`config.mk`:
```
export PLATFORM = sky130hd
export DESIGN_NAME = pr_region_sequencer
export DESIGN_NICKNAME = d
export VERILOG_FILES = /design/src/rtl/pr_region_sequencer.sv
export SDC_FILE = /design/constraint.sdc
export NUM_CORES = 1
export LEC_CHECK = 0
export ABC_AREA = 1
export BUFFER_PORTS_ARGS = -buffer_cell sky130_fd_sc_hd__buf_4
export CORE_MARGIN = 5
export CORE_UTILIZATION = 50
export DETAILED_ROUTE_END_ITERATION = 8
export PLACE_DENSITY = 0.72
export SETUP_SLACK_MARGIN = 0.05
export SLEW_MARGIN = 20
export SYNTH_ARGS = -nofsm -noshare
export SYNTH_HDL_FRONTEND = slang
export SYNTH_SLANG_ARGS = --single-unit
```
`constraint.sdc`:
```
create_clock -name clk -period 4.07 [get_ports clk]
set_input_delay 0.814 -clock clk [delete_from_list [all_inputs] [get_ports clk]]
set_output_delay 0.814 -clock clk [all_outputs]
set_load 0.005 [all_outputs]
```
`src/rtl/pr_region_sequencer.sv`:
```
// Partial-reconfiguration sequencer: per host command it stops, freezes, programs,
// unfreezes and restarts one PR region, then reports a single status code.
module pr_region_sequencer #(
  parameter int NUM_REGIONS = 4,
  parameter int IDX_W       = 2,
  parameter int TIMEOUT_W   = 16,
  parameter int TIMEOUT_CYC = 1000
) (
  input  logic                   clk,
  input  logic                   reset,
  input  logic                   cmd_valid,
  input  logic [IDX_W-1:0]       cmd_region,
  output logic                   cmd_ready,
  output logic                   status_valid,
  output logic [2:0]             status_code,
  output logic                   busy,
  output logic [NUM_REGIONS-1:0] stop_req,
  input  logic [NUM_REGIONS-1:0] stop_ack,
  output logic [NUM_REGIONS-1:0] start_req,
  input  logic [NUM_REGIONS-1:0] start_ack,
  output logic [NUM_REGIONS-1:0] freeze,
  output logic                   pr_start,
  output logic [IDX_W-1:0]       pr_region,
  input  logic                   pr_done,
  input  logic                   pr_error
);

  typedef enum logic [2:0] {
    S_IDLE, S_STOP, S_FRZ, S_PR, S_UNFRZ, S_START, S_REPORT
  } state_e;

  localparam logic [2:0] CODE_OK       = 3'd0;
  localparam logic [2:0] CODE_STOP_TO  = 3'd1;
  localparam logic [2:0] CODE_PR_ERR   = 3'd2;
  localparam logic [2:0] CODE_START_TO = 3'd3;
  localparam logic [2:0] CODE_BAD_IDX  = 3'd4;

  localparam logic [TIMEOUT_W-1:0] TIMEOUT_LIM = TIMEOUT_W'(TIMEOUT_CYC);

  state_e                 state_q, state_d;
  logic [TIMEOUT_W-1:0]   cnt_q, cnt_d;
  logic [IDX_W-1:0]       pr_region_q, pr_region_d;
  logic                   err_q, err_d;
  logic                   cmd_ready_q, cmd_ready_d;
  logic                   busy_q, busy_d;
  logic                   status_valid_q, status_valid_d;
  logic [2:0]             status_code_q, status_code_d;
  logic [NUM_REGIONS-1:0] stop_req_q, stop_req_d;
  logic [NUM_REGIONS-1:0] start_req_q, start_req_d;
  logic [NUM_REGIONS-1:0] freeze_q, freeze_d;
  logic                   pr_start_q, pr_start_d;

  logic [NUM_REGIONS-1:0] region_mask;
  logic [TIMEOUT_W-1:0]   cnt_inc;
  logic                   cnt_expired;

  always_comb begin
    // NOTE: every variable gets a default before any branch, so no path leaves
    // a value unassigned and no latch can be inferred.
    state_d       = state_q;
    cnt_d         = cnt_q;
    pr_region_d   = pr_region_q;
    err_d         = err_q;
    status_code_d = status_code_q;

    cnt_inc     = (cnt_q == '1) ? cnt_q : cnt_q + TIMEOUT_W'(1);
    cnt_expired = (cnt_inc >= TIMEOUT_LIM);

    unique case (state_q)
      S_IDLE: begin
        if (cmd_valid) begin
          pr_region_d = cmd_region;
          err_d       = 1'b0;
          cnt_d       = '0;
          if (int'(cmd_region) >= NUM_REGIONS) begin
            state_d       = S_REPORT;
            status_code_d = CODE_BAD_IDX;
          end else begin
            state_d = S_STOP;
          end
        end
      end
      S_STOP: begin
        if (|(stop_ack & region_mask_of(pr_region_q))) begin
          state_d = S_FRZ;
        end else if (cnt_expired) begin
          state_d       = S_REPORT;
          status_code_d = CODE_STOP_TO;
        end else begin
          cnt_d = cnt_inc;
        end
      end
      S_FRZ: state_d = S_PR;
      S_PR: begin
        // An error in the same cycle as done must still be reported.
        if (pr_error) begin
          err_d   = 1'b1;
          state_d = S_UNFRZ;
        end else if (pr_done) begin
          state_d = S_UNFRZ;
        end
      end
      S_UNFRZ: begin
        state_d = S_START;
        cnt_d   = '0;
      end
      S_START: begin
        if (|(start_ack & region_mask_of(pr_region_q))) begin
          state_d       = S_REPORT;
          status_code_d = err_q ? CODE_PR_ERR : CODE_OK;
        end else if (cnt_expired) begin
          state_d       = S_REPORT;
          status_code_d = CODE_START_TO;
        end else begin
          cnt_d = cnt_inc;
        end
      end
      S_REPORT: state_d = S_IDLE;
      default:  state_d = S_IDLE;
    endcase

    // Outputs are a registered decode of the next state, so each one is a clean flop.
    region_mask    = region_mask_of(pr_region_d);
    stop_req_d     = (state_d == S_STOP)  ? region_mask : '0;
    start_req_d    = (state_d == S_START) ? region_mask : '0;
    freeze_d       = (state_d == S_FRZ || state_d == S_PR) ? region_mask : '0;
    pr_start_d     = (state_q == S_FRZ);
    status_valid_d = (state_d == S_REPORT);
    cmd_ready_d    = (state_d == S_IDLE);
    busy_d         = (state_d != S_IDLE);
  end

  function automatic logic [NUM_REGIONS-1:0] region_mask_of(input logic [IDX_W-1:0] idx);
    return NUM_REGIONS'(1) << idx;
  endfunction

  // NOTE: sequential state uses non-blocking assignments only, so every flop
  // samples the pre-edge values regardless of statement order.
  always_ff @(posedge clk) begin
    if (reset) begin
      state_q        <= S_IDLE;
      cnt_q          <= '0;
      pr_region_q    <= '0;
      err_q          <= 1'b0;
      cmd_ready_q    <= 1'b1;
      busy_q         <= 1'b0;
      status_valid_q <= 1'b0;
      status_code_q  <= '0;
      stop_req_q     <= '0;
      start_req_q    <= '0;
      freeze_q       <= '0;
      pr_start_q     <= 1'b0;
    end else begin
      state_q        <= state_d;
      cnt_q          <= cnt_d;
      pr_region_q    <= pr_region_d;
      err_q          <= err_d;
      cmd_ready_q    <= cmd_ready_d;
      busy_q         <= busy_d;
      status_valid_q <= status_valid_d;
      status_code_q  <= status_code_d;
      stop_req_q     <= stop_req_d;
      start_req_q    <= start_req_d;
      freeze_q       <= freeze_d;
      pr_start_q     <= pr_start_d;
    end
  end

  assign cmd_ready    = cmd_ready_q;
  assign busy         = busy_q;
  assign status_valid = status_valid_q;
  assign status_code  = status_code_q;
  assign stop_req     = stop_req_q;
  assign start_req    = start_req_q;
  assign freeze       = freeze_q;
  assign pr_start     = pr_start_q;
  assign pr_region    = pr_region_q;

endmodule

```
* After elaboration in Yosys (flattened, before gate mapping)
Index checks and enable logic that the tools add are counted.
** Word-level totals
- Register bits :: 41
- Input bits :: 15
- Output and inout port bits :: 21
- Word-level logic and storage cells :: 77
** Cells by class
- $add $sub $neg :: 1
- Order comparisons :: 1
- Eq/ne operators :: 17
- Shifts and indexed selects :: 2
- Multiplexer cells :: 24
- Bitwise operators :: 5
- Reduce and logical (&&, ||, !) cells :: 15
** Operator list (count)
- $mux 16 :: 5
- $pmux 16 s4 :: 1
- $mux 3 :: 10
- $pmux 3 s6 :: 1
- $add 16x1->16 const B :: 1
- $eq 16x16->1 const B :: 1
- $ge 16x10->1 const B :: 1
- $eq 3x2->1 const B :: 4
- $eq 3x3->1 const B :: 4
- $ne 2x2->1 const B :: 5
- $and 4x4->4 :: 2
- $reduce_and 4->1 :: 2
- $reduce_or 4->1 :: 2
- $shl 1x2->4 const A :: 2
- $eq 3x1->1 const B :: 2
- $logic_not 3->1 :: 2
- $mux 2 :: 3
- $pmux 3 s2 :: 1
- $reduce_or 2->1 :: 3
- $reduce_bool 2->1 :: 2
- $reduce_bool 4->1 :: 1
- $ne 3x3->1 const B :: 1
- $not 1->1 :: 3
- $reduce_and 3->1 :: 1
- other kinds (4) :: 5

* Longest topological paths before layout
- Depth after elaboration :: 10
- Depth in mapped cells :: 15
- Mapped depth without buffers :: 15

* Least setup slack after synthesis
Ideal clock, no wire load.
- Kind :: input -> register
- From :: input start_ack[3]
- To :: register cnt_q[5]
- Setup time :: 0.122 ns
- Arrival :: 1.962 ns
- Data required time :: 3.948 ns
- Setup slack :: 1.986 ns
- Stages :: 9
- Buffers on the path :: 1
- Cell sequence :: nand3_1 > nand4_1 > nand2_1 > nand2_1 > nor3_1 > nand2_4 > buf_12 > o21ai_2 > nor2_1
** On the way
- Word-level cells in the longest chain between the ends :: 4
** RTL lines
- start, declared :: line 20 : input logic [NUM_REGIONS-1:0] start_ack,
- $and 4x4->4 :: line 108 : if (|(start_ack & region_mask_of(pr_region_q))) begin
- $reduce_or 4->1 :: line 108
- $ne 2x2->1 (no line)
- $reduce_and 4->1 (no line)
- end signal, assigned :: line 155 : cnt_q <= cnt_d;
- end, declared :: line 41 : logic [TIMEOUT_W-1:0] cnt_q, cnt_d;
No other way between the ends.
A chain may end at the register's enable or synchronous reset.

* Final worst setup path
- From :: register cnt_q[0]
- To :: register cnt_q[5]
** On the way
- Word-level cells in the longest chain between the ends :: 6
- Elaborated cells between the ends (all ways) :: 8
- Classes of those cells :: 1 x add/sub; 1 x order compare; 1 x eq/ne; 5 x mux
** RTL lines
- $add 16x1->16 / $eq 16x16->1 (equally long branches) :: line 66 : cnt_inc = (cnt_q == '1) ? cnt_q : cnt_q + TIMEOUT_W'(1);
- $mux 16 (*) :: line 66
- $ge 16x10->1 :: line 67 : cnt_expired = (cnt_inc >= TIMEOUT_LIM);
- $mux 16 (*) :: line 86, 111
- $mux 16 (on tied branches) :: line 108, 84
- $pmux 16 s4 (*) :: line 69 : unique case (state_q)
Mark *: on every way between the ends. The rest lies on a longest branch, timed or not. The select of a mux whose other input is x is not followed.

==> results_dict.tcl <==
set metrics [dict create \
    nets 362 \
    htree_levels 2 \
    fillers 385 \
    ys_ff_latch 40 \
    synth_area_um2 2140 \
    synth_top_area_share_pct 37.43 \
    syn_area_per_cell_um2 6.902 \
    p_total_uw 1210 \
    cp.depth 12 \
    viasPerCell 5.083 \
    cts_resized 0 \
    synth-seq-area-share_pct 37.43 \
    dieArea_um2 5687 \
    start_kind "flop" \
    grt_use_total_pct 18.17 \
    initial_core_util_pct 52.36 \
    critPathTopFamily "simple AND/OR/NAND/NOR gates" \
    synth_area_leaders "dfxtp_1, nand2_1, nor2_1, nand3_1, inv_1" \
    reg2reg_from "cnt_q[0]$_SDFFE_PP0P_" \
    place_ws_ns 1.608 \
    fmaxAchievable_ghz 0.4078 \
    hpwl_mm 3.795 \
    setup_viol 0 \
    timing_worst_setup_path_type "reg -> reg" \
    use_met1_pct 25.43 \
    worstMarginPinSlew_ns 0.5068 \
    fin_ws_ns 1.618 \
    hold-path-endpoint "status_code[0]$_SDFFE_PP0P_" \
    synthFlopType "dfxtp_1" \
    synth_cell_type_count 34 \
    placementRows 23 \
    cts_setup_buffers 0 \
    min_path_type "reg -> reg" \
    drive_above_1_share_pct 21.61 \
    ir_worst_vdd_mv 0.2548 \
    dr.first_iter.drc_count 105 \
    run_status "finished clean" \
    grt_antenna_before_repair 0 \
    fin_util_pct 61.97 \
    path_buf_inv 0 \
    drc 0 \
    grt_pass1_vias 1814 \
    skew_ns 0.008218 \
    wl_mm 4.905 \
    io_buffers 34 \
    syn2layout_area_growth_pct 18.36 \
    slew_violations 0 \
    path_clk_slew_ns 0.09 \
    grt_pass1_wl_mm 7.872 \
    slew_headroom_pct 65.95 \
    synth_edf_count 0 \
    ioPinCount 36 \
    period_share_pct 60.25 \
    yosysMostFrequentCell "nand2_1" \
    hold_violations 0 \
    required_ns 4.26 \
    gr-total-overflow 0 \
    clock_path_buffers 2 \
    r2r_cells 12 \
    syn_nets 326 \
    vias 2018 \
    r2r_end "cnt_q[5]$_SDFFE_PP0P_" \
    power.density_nw_per_um2 477.7 \
    leakagePower_uw 0.001139 \
    min_path_cells 2 \
    r2r_slack_ns 1.62 \
    die_width_um 75.42 \
    yosysTopAreaCell "dfxtp_1" \
    core_um2 4086 \
    worst_skew_pair.late_latency_ns 0.30 \
    top_usage_layer "met2" \
    rsz0062_at_grt "no" \
    grt_max_degree 19 \
    postCtsHoldBufs 0 \
    synth_cells 310 \
    synth_warnings 0 \
    root_buffer "clkbuf_8" \
    met3_usage_pct 4.749 \
    cap_viol_max_count 0 \
    fin_setup_tns_ns 0 \
    worstPathArrival_ns 2.64 \
    worstPathCellList "ha_1, nand2_2, nor2_4, nand4_4, nand2_1, nand3_1, nor2_4, o21ai_4, nand2_4, nand2_1, o21ai_2, nor2_1" \
    dr.pass1.iters 4 \
    crit_fanout 18 \
    final_antenna_net_count 0 \
    cp_slowest_stage_delay_ns 0.43 \
    synth_commonest_cells "nand2_1, nor2_1, dfxtp_1, inv_1, nand3_1" \
    wl_per_cell_um 12.36 \
    tritoncts "done" \
    cts_buffers 5 \
    die_h_um 75.42 \
    synthArstFlopShare_pct 0 \
    clock-sinks 40 \
    num_antenna_cells 0 \
    gp_congestion 0.9278 \
    endpoint_kind "flop" \
    cp_slowest_cell "dfxtp_1" \
    fin_crit_ns 2.452 \
    worstHoldStart "status_code[0]$_SDFFE_PP0P_" \
    grtUsageMet2_pct 26.08 \
]
-- registers in the layout (all words and copies together) (netlist names) --
signal / cells
status_code: 2
start_req: 4
busy: 1
cnt_q: 16
pr_region: 2
freeze: 4
status_valid: 1
cmd_ready: 1
stop_req: 4
err_q: 1
state_q: 3
pr_start: 1
-- per-layer routing --
metal | vias to the layer above | wire length, um | part of all wire, %
met5 | - | 0 | 0
met4 | 0 | 141 | 2.9
met3 | 14 | 305 | 6.2
met2 | 59 | 2129 | 43
met1 | 881 | 2329 | 47
li1 | 1064 | - | -
-- worst reg2reg max path: cells and delay by family (launching register included) --
kind	cells	cell delay [ns]
adder cells (fa/ha/maj)	1	0.24
flip-flops	1	0.43
AND/OR/NAND/NOR	9	1.47
AO/OA/AOI/OAI	2	0.18
-- layout make-up --
| type | count | area [um2] | area share, % |
|---|---|---|---|
| clock buffer | 5 | 68.82 | 2.717 |
| clock inverter | 3 | 46.29 | 1.828 |
| inverter | 39 | 148.9 | 5.879 |
| multi-input combinational | 226 | 1150 | 45.41 |
| sequential | 40 | 800.8 | 31.62 |
| tap | 50 | 62.56 | 2.470 |
| timing repair buffer | 34 | 255.2 | 10.08 |
-- report_power, final --
group | switching (uW) | total (uW) | internal [uW]
Combinational | 242 | 383 | 141
Clock | 151 | 336 | 185
Sequential | 47.2 | 490 | 443
Total | 441 | 1210 | 769
-- how the worst max path moves through the flow --
stage	start	endpoint	slack, ns
2_1_floorplan	start_ack[3]	cnt_q[5]$_SDFFE_PP0P_	1.99
3_3_place_gp	start_ack[3]	stop_req[1]$_SDFF_PP0_	1.65
3_5_place_dp	start_ack[3]	stop_req[0]$_SDFF_PP0_	1.61
4_1_cts	cnt_q[0]$_SDFFE_PP0P_	stop_req[0]$_SDFF_PP0_	1.64
5_1_grt	cnt_q[0]$_SDFFE_PP0P_	stop_req[2]$_SDFF_PP0_	1.42
6_report	cnt_q[0]$_SDFFE_PP0P_	cnt_q[5]$_SDFFE_PP0P_	1.62
-- cell usage in the layout, fill, tap and decap left out, types with 3 or more instances in the layout --
master,synthesis,final
inv_1,37,37
buf_4,1,34
o21ai_0,6,6
nor2_2,4,4
nor2_1,48,48
nand3_2,3,3
nor2_4,3,3
nand4_1,8,8
xor2_1,3,3
o21ai_2,10,10
a21oi_1,6,6
nand2_2,3,3
nand3_1,30,30
clkbuf_8,0,5
dfxtp_1,40,40
nor3_1,9,9
a21oi_2,3,3
nand2_1,78,78
-- stage by stage --
step,cell area [um2],hold slack [ns],std cells
final,2532,0.4532,397
after CTS,2532,0.4561,397
after floorplan,2140,0.4390,310
after global placement,2417,0.4383,389
after detailed placement,2417,0.4413,389
after global routing,2532,0.4800,397
-- cells by family (layout without fill, tap and decap cells) --
| kind of cell | Yosys count | in the layout | share of synthesized area (%) |
|---|---|---|---|
| other | 1 | 1 | 0.1753 |
| AND/OR/NAND/NOR | 191 | 191 | 41.52 |
| adder cells (fa/ha/maj) | 1 | 1 | 0.5847 |
| XOR/XNOR | 3 | 3 | 1.228 |
| AO/OA/AOI/OAI | 30 | 30 | 10.23 |
| flip-flops | 40 | 40 | 37.43 |
| buffers and inverters | 44 | 81 | 8.830 |
Power figures use the tool's default switching activity.
